### src/rtl/cpu_pkg.sv
// Shared definitions for the fetch stage: PC-select and fetch-state encodings, reset PC.
package cpu_pkg;

    localparam int unsigned XLEN    = 32;
    localparam int unsigned JADDR_W = 26;

    localparam logic [XLEN-1:0] RESET_PC_DEFAULT = 32'h0000_0000;

    typedef enum logic [1:0] {
        PC_SEQ = 2'd0,
        PC_BR  = 2'd1,
        PC_J   = 2'd2,
        PC_JR  = 2'd3
    } pc_sel_e;

    typedef enum logic [1:0] {
        FS_IDLE  = 2'd0,
        FS_FETCH = 2'd1,
        FS_VALID = 2'd2,
        FS_ERR   = 2'd3
    } fetch_state_e;

endpackage

### src/rtl/fetch_next_pc.sv
// Combinational next-PC selection (sequential, branch, jump, jump-register), mod 2^32.
module fetch_next_pc
    import cpu_pkg::*;
(
    input  logic [XLEN-1:0]    pc,
    input  logic [1:0]         pc_sel,
    input  logic [XLEN-1:0]    branch_imm,
    input  logic [JADDR_W-1:0] jump_addr,
    input  logic [XLEN-1:0]    reg_rs,
    output logic [XLEN-1:0]    next_pc
);

    logic [XLEN-1:0] pc4;

    assign pc4 = pc + XLEN'(4);

    always_comb begin
        next_pc = pc4;
        case (pc_sel_e'(pc_sel))
            PC_SEQ: next_pc = pc4;
            PC_BR:  next_pc = pc4 + (branch_imm << 2);
            PC_J:   next_pc = {pc4[31:28], jump_addr, 2'b00};
            PC_JR:  next_pc = reg_rs;
            default: next_pc = pc4;
        endcase
    end

endmodule

### src/rtl/instruction_fetch.sv
// Fetch stage: holds the PC, fetches one word at a time over req/ack, hands it to the
// decoder over valid/ready, and traps misaligned targets in a sticky error state.
module instruction_fetch
    import cpu_pkg::*;
#(
    parameter logic [31:0] RESET_PC = RESET_PC_DEFAULT
) (
    input  logic               clk,
    input  logic               rst_n,
    output logic               imem_req,
    output logic [XLEN-1:0]    imem_addr,
    input  logic               imem_ack,
    input  logic [XLEN-1:0]    imem_rdata,
    output logic [XLEN-1:0]    instr,
    output logic               instr_valid,
    input  logic               instr_ready,
    output logic [XLEN-1:0]    pc,
    input  logic [1:0]         pc_sel,
    input  logic [XLEN-1:0]    branch_imm,
    input  logic [JADDR_W-1:0] jump_addr,
    input  logic [XLEN-1:0]    reg_rs,
    output logic [XLEN-1:0]    instr_count,
    output logic               fetch_err
);

    fetch_state_e    state;
    logic [XLEN-1:0] next_pc;

    fetch_next_pc u_next_pc (
        .pc         (pc),
        .pc_sel     (pc_sel),
        .branch_imm (branch_imm),
        .jump_addr  (jump_addr),
        .reg_rs     (reg_rs),
        .next_pc    (next_pc)
    );

    // The address bus is the PC register itself; it only matters while imem_req is high.
    assign imem_addr = pc;

    always_ff @(posedge clk or negedge rst_n) begin
        if (!rst_n) begin
            state       <= FS_IDLE;
            pc          <= RESET_PC;
            instr       <= '0;
            instr_valid <= 1'b0;
            imem_req    <= 1'b0;
            instr_count <= '0;
            fetch_err   <= 1'b0;
        end else begin
            case (state)
                FS_IDLE: begin
                    state    <= FS_FETCH;
                    imem_req <= 1'b1;
                end
                FS_FETCH: begin
                    if (imem_ack) begin
                        instr       <= imem_rdata;
                        imem_req    <= 1'b0;
                        instr_valid <= 1'b1;
                        state       <= FS_VALID;
                    end
                end
                FS_VALID: begin
                    if (instr_ready) begin
                        instr_count <= instr_count + XLEN'(1);
                        pc          <= next_pc;
                        instr_valid <= 1'b0;
                        if (next_pc[1:0] == 2'b00) begin
                            imem_req <= 1'b1;
                            state    <= FS_FETCH;
                        end else begin
                            fetch_err <= 1'b1;
                            state     <= FS_ERR;
                        end
                    end
                end
                FS_ERR: begin
                    imem_req    <= 1'b0;
                    instr_valid <= 1'b0;
                end
                default: state <= FS_ERR;
            endcase
        end
    end

endmodule

### config.mk
export PLATFORM = sky130hd
export DESIGN_NAME = instruction_fetch
export DESIGN_NICKNAME = d
export VERILOG_FILES = /design/src/rtl/cpu_pkg.sv /design/src/rtl/fetch_next_pc.sv /design/src/rtl/instruction_fetch.sv
export SDC_FILE = /design/constraint.sdc
export NUM_CORES = 1
export LEC_CHECK = 0
export ABC_AREA = 1
export ABC_CLOCK_PERIOD_IN_PS = 3800
export BUFFER_PORTS_ARGS = -buffer_cell sky130_fd_sc_hd__buf_2
export CORE_AREA = 2 2 165 208
export CTS_CLUSTER_SIZE = 14
export DETAILED_ROUTE_END_ITERATION = 16
export DIE_AREA = 0 0 167 210
export RECOVER_POWER = 25
export SYNTH_ARGS = -nofsm -noshare
export SYNTH_HDL_FRONTEND = slang
export SYNTH_SLANG_ARGS = --single-unit
### constraint.sdc
create_clock -name clk -period 3.8 [get_ports clk]
set_input_delay 0.76 -clock clk [delete_from_list [all_inputs] [get_ports clk]]
set_output_delay 0.76 -clock clk [all_outputs]
set_load 0.1 [all_outputs]
==> metrics.md <==
| Metric | Value |
|---|---|
| Post-synthesis sequential area ratio | 30.9% |
| Static leakage | 5.66 nW |
| CTS tree | built |
| Layout Nets | 1599 |
| Setup ws final | 0.297 ns |
| RSZ-0062 raised after global routing | false |
| N_diodes | 0 |
| Number of DRC markers in iteration 0 | 474 |
| Clk network pwr share | 9.1% |
| Fin crit share | 92.2% |
| Total wire length | 29500 um |
| Max Cap Viol | 1 |
| Status | complete, but fails checks |
| Min Tclk post-route | 3.50 ns |
| Sink Count | 101 |
| Max Slew Vio Count | 45 |
| Clock buffer depth | 2 |
| Combinational power share | a little over 70% |
| Clock Latency Late Sink | roughly 0.35 ns |
| Seq cells post-synth | slightly above 100 |
| IO Count | 259 |
| Predominant post-synthesis flop cell | dfrtp_1 |
| Flop pwr share | 18.8% |
| Pwr/cell area | 986 mW/mm^2 |
| Number of placement rows | 75 |
| Worst Tran Pin Value | 2.58 ns |
| Setup repair bufs after CTS | 0 |
| Asr flop ratio synth | 100% |
| DIE HEIGHT | 210 um |
| Core area | 0.0331 sq mm |
| Vias in the first global route | between 8000 and 9000 |
| CTS H-tree lvls | 3 |
| DR vias | about 8500 |
| Post-route ant nets | 0 |
| Fraction of layout cells with a size suffix above 1 | 23.9% |
| Starting density of the core | 24.7% |
| Drc violations | 0 |
| Setup WS pre-CTS | 0.376 ns |
| GRT Total Usage | 16.6% |
| Violated checks | capacitance limit, slew limit |
| Critical Path AT | about 3.8 ns |
| I/O Buffers | between 200 and 300 |
| Switching power | 6.65 mW |
| CTS resizes | 0 |
| Int Pwr | approximately 3.3 mW |
| Crit path capture type | flip-flop |
| DRT Pass-1 Iters | 5 |
| DIE AREA | 0.0351 sq mm |
| Final instance area | 0.0101 sq mm |
| Critical path peak fanout | 7 |
| Synth unique cells | 44 |
| Clock Skew | roughly 0.0086 ns |
| Global-route wire length before repair | 44800 um |
| Syn_nets | 1369 |
| DR WL/cell | 15.9 um |
| Placed Instance Area | a little under 0.01 sq mm |
| Switching share of power | approximately 67% |
| Hold Crit Class | flip-flop to flip-flop |
| Cts bufs inserted | 9 |
| Mapped Cells | 1201 |
| Mean area per synthesized cell | 6.82 sq um |
| Final setup violating endpoints | 0 |
| Die width | ~170 um |
| Clock Pin Slew Worst Setup and Hold Paths | around 0.07 ns |
| Root buffer cell | clkbuf_16 |
| GR Overflow Total | 0 |
| Initial antenna violation count | 0 |
| Synthesis Warnings | 0 |
| Total negative slack | 0 ns |
| Post-DP HPWL | 24500 um |
| Mapped cell area | a little over 0.008 sq mm |
| Data required time of the worst path | 4.09 ns |
| Hold Fails Final Rpt | 0 |
| Crit path launch type | flip-flop |
| Largest net degree at the start of global routing | 58 |
| # hold bufs at CTS | 0 |
| Max-slew headroom | -71.8% |
| EDFF count, synth | 0 |
| Area growth syn-to-layout | 23.5% |
| Maximum vdd drop | between 900 and 1000 uV |
| Vias per cell | between 4 and 5 |
| FMAX | around 290 MHz |
| RD Place Congestion | between 0.9 and 1 |
| Final core occ | 30.5% |
| WS Path Type | flip-flop to flip-flop |
worst paths after layout:
kind | from | to | slack (ns) | cells after the start
setup / recovery | imem_addr[7] | imem_addr[30] | 0.30 | 19
hold / removal | fetch_err | fetch_err | 0.47 | 1
setup reg to reg | imem_addr[7] | imem_addr[30] | 0.30 | 19
hold reg to reg | fetch_err | fetch_err | 0.47 | 1
max in group asynchronous | rst_n | imem_addr[11] | 0.93 | 1
min in group asynchronous | rst_n | instr_count[16] | 1.21 | 1
through the flow:
stage               hold WS (ns)  power [mW]  std cells
global route               0.502        10.6       1859
global placement           0.457        9.03       1843
detailed placement         0.461        9.09       1843
floorplan                  0.464        7.85       1201
CTS                        0.435        10.0       1859
finish                     0.472        9.97       1859
final cells by class:
cell class	instances	area [sq um]
clock buffers	12	256
clock inverters	4	31.3
fillers	3662	23000
inverters	165	622
multi-input cells	882	4730
flip-flops and latches	101	2530
well taps	423	529
repair buffers	272	1410
cells in the final DEF (no fill, tap or decap), types with 3 or more instances in the layout:
master and n:
o211ai_1 3, buf_4 15, xnor2_1 6, nor2_2 9
a21boi_0 3, a21oi_1 48, ha_1 39, nand4_1 20
nor4_1 4, o21ai_0 41, o22ai_1 4, dfrtp_1 100
clkbuf_16 9, xor2_1 42, nor2_1 94, buf_2 255
inv_1 163, mux2_2 32, or2_2 3, o21bai_1 4
nor3_1 24, a21o_1 3, nand3_1 68, nand2_1 395
nand3b_1 7, a221oi_1 13
power groups by stage:
stage | clock, mW | sequential [mW] | combinational [mW]
floorplan | 0 | 4.40 | 3.45
global placement | 0 | 1.88 | 7.15
detailed placement | 0 | 1.90 | 7.19
CTS | 0.945 | 1.88 | 7.20
global route | 0.982 | 1.94 | 7.65
finish | 0.903 | 1.87 | 7.19
worst max-delay path, cell delays in order (launching register included):
cell and delay [ns]:
dfrtp_1 0.52, nand2_1 0.16, nor2_1 0.30, nand2_1 0.09, nor2_1 0.23, xor2_1 0.39, ha_1 0.37, nand2_1 0.13
inv_1 0.06, nand2_1 0.15, inv_1 0.06, nand2_1 0.06, nand3_1 0.25, nand3_1 0.19, nand2_1 0.06, nand2_1 0.06
nand3_1 0.10, nand2_1 0.15, nand2_1 0.06, nand2_1 0.05
kinds of logic (layout without fill, tap and decap cells):
logic type,Yosys count,after routing,share of synthesized area (%)
DFF,101,101,30.9
muxes,32,32,4.40
xor gates and xnor gates,48,48,5.13
AOI/OAI and AO/OA,123,123,8.71
and+or+nand+nor,639,639,33.2
adders and majority gates,40,40,6.20
buffers and inverters,218,453,11.5
cell usage after synthesis, types with 4 or more instances:
library cell | n | share of area, %
dfrtp_1 | 101 | 31
o21bai_1 | 4 | 0.37
ha_1 | 39 | 6.0
o21ai_0 | 41 | 2.5
a221oi_1 | 13 | 1.4
xnor2_1 | 6 | 0.64
inv_1 | 163 | 7.5
nor4_1 | 4 | 0.31
buf_4 | 32 | 2.9
nor2_1 | 97 | 4.4
nand3_1 | 68 | 4.2
nor3_1 | 24 | 1.5
nand3b_1 | 7 | 0.64
mux2_2 | 32 | 4.4
a21oi_1 | 48 | 2.9
nand4_1 | 20 | 1.5
o22ai_1 | 4 | 0.31
xor2_1 | 42 | 4.5
nand2_1 | 395 | 18
buf_1 | 5 | 0.23
nor2_2 | 6 | 0.46
clkbuf_1 | 14 | 0.64
flip-flops by register name, indices dropped and copies added (netlist names):
| register | cells |
|---|---|
| instr_valid | 1 |
| instr_count | 32 |
| instr | 32 |
| imem_addr | 32 |
| state | 2 |
| imem_req | 1 |
| fetch_err | 1 |
layer usage:
metal,share of wire (%),global-route usage (%),up-vias
met5,0,0,-
met4,4.2,7.52,0
met3,4.9,1.65,56
met2,50,30.1,305
met1,41,19.8,3860
li1,-,-,4274
Power figures use the tool's default switching activity.
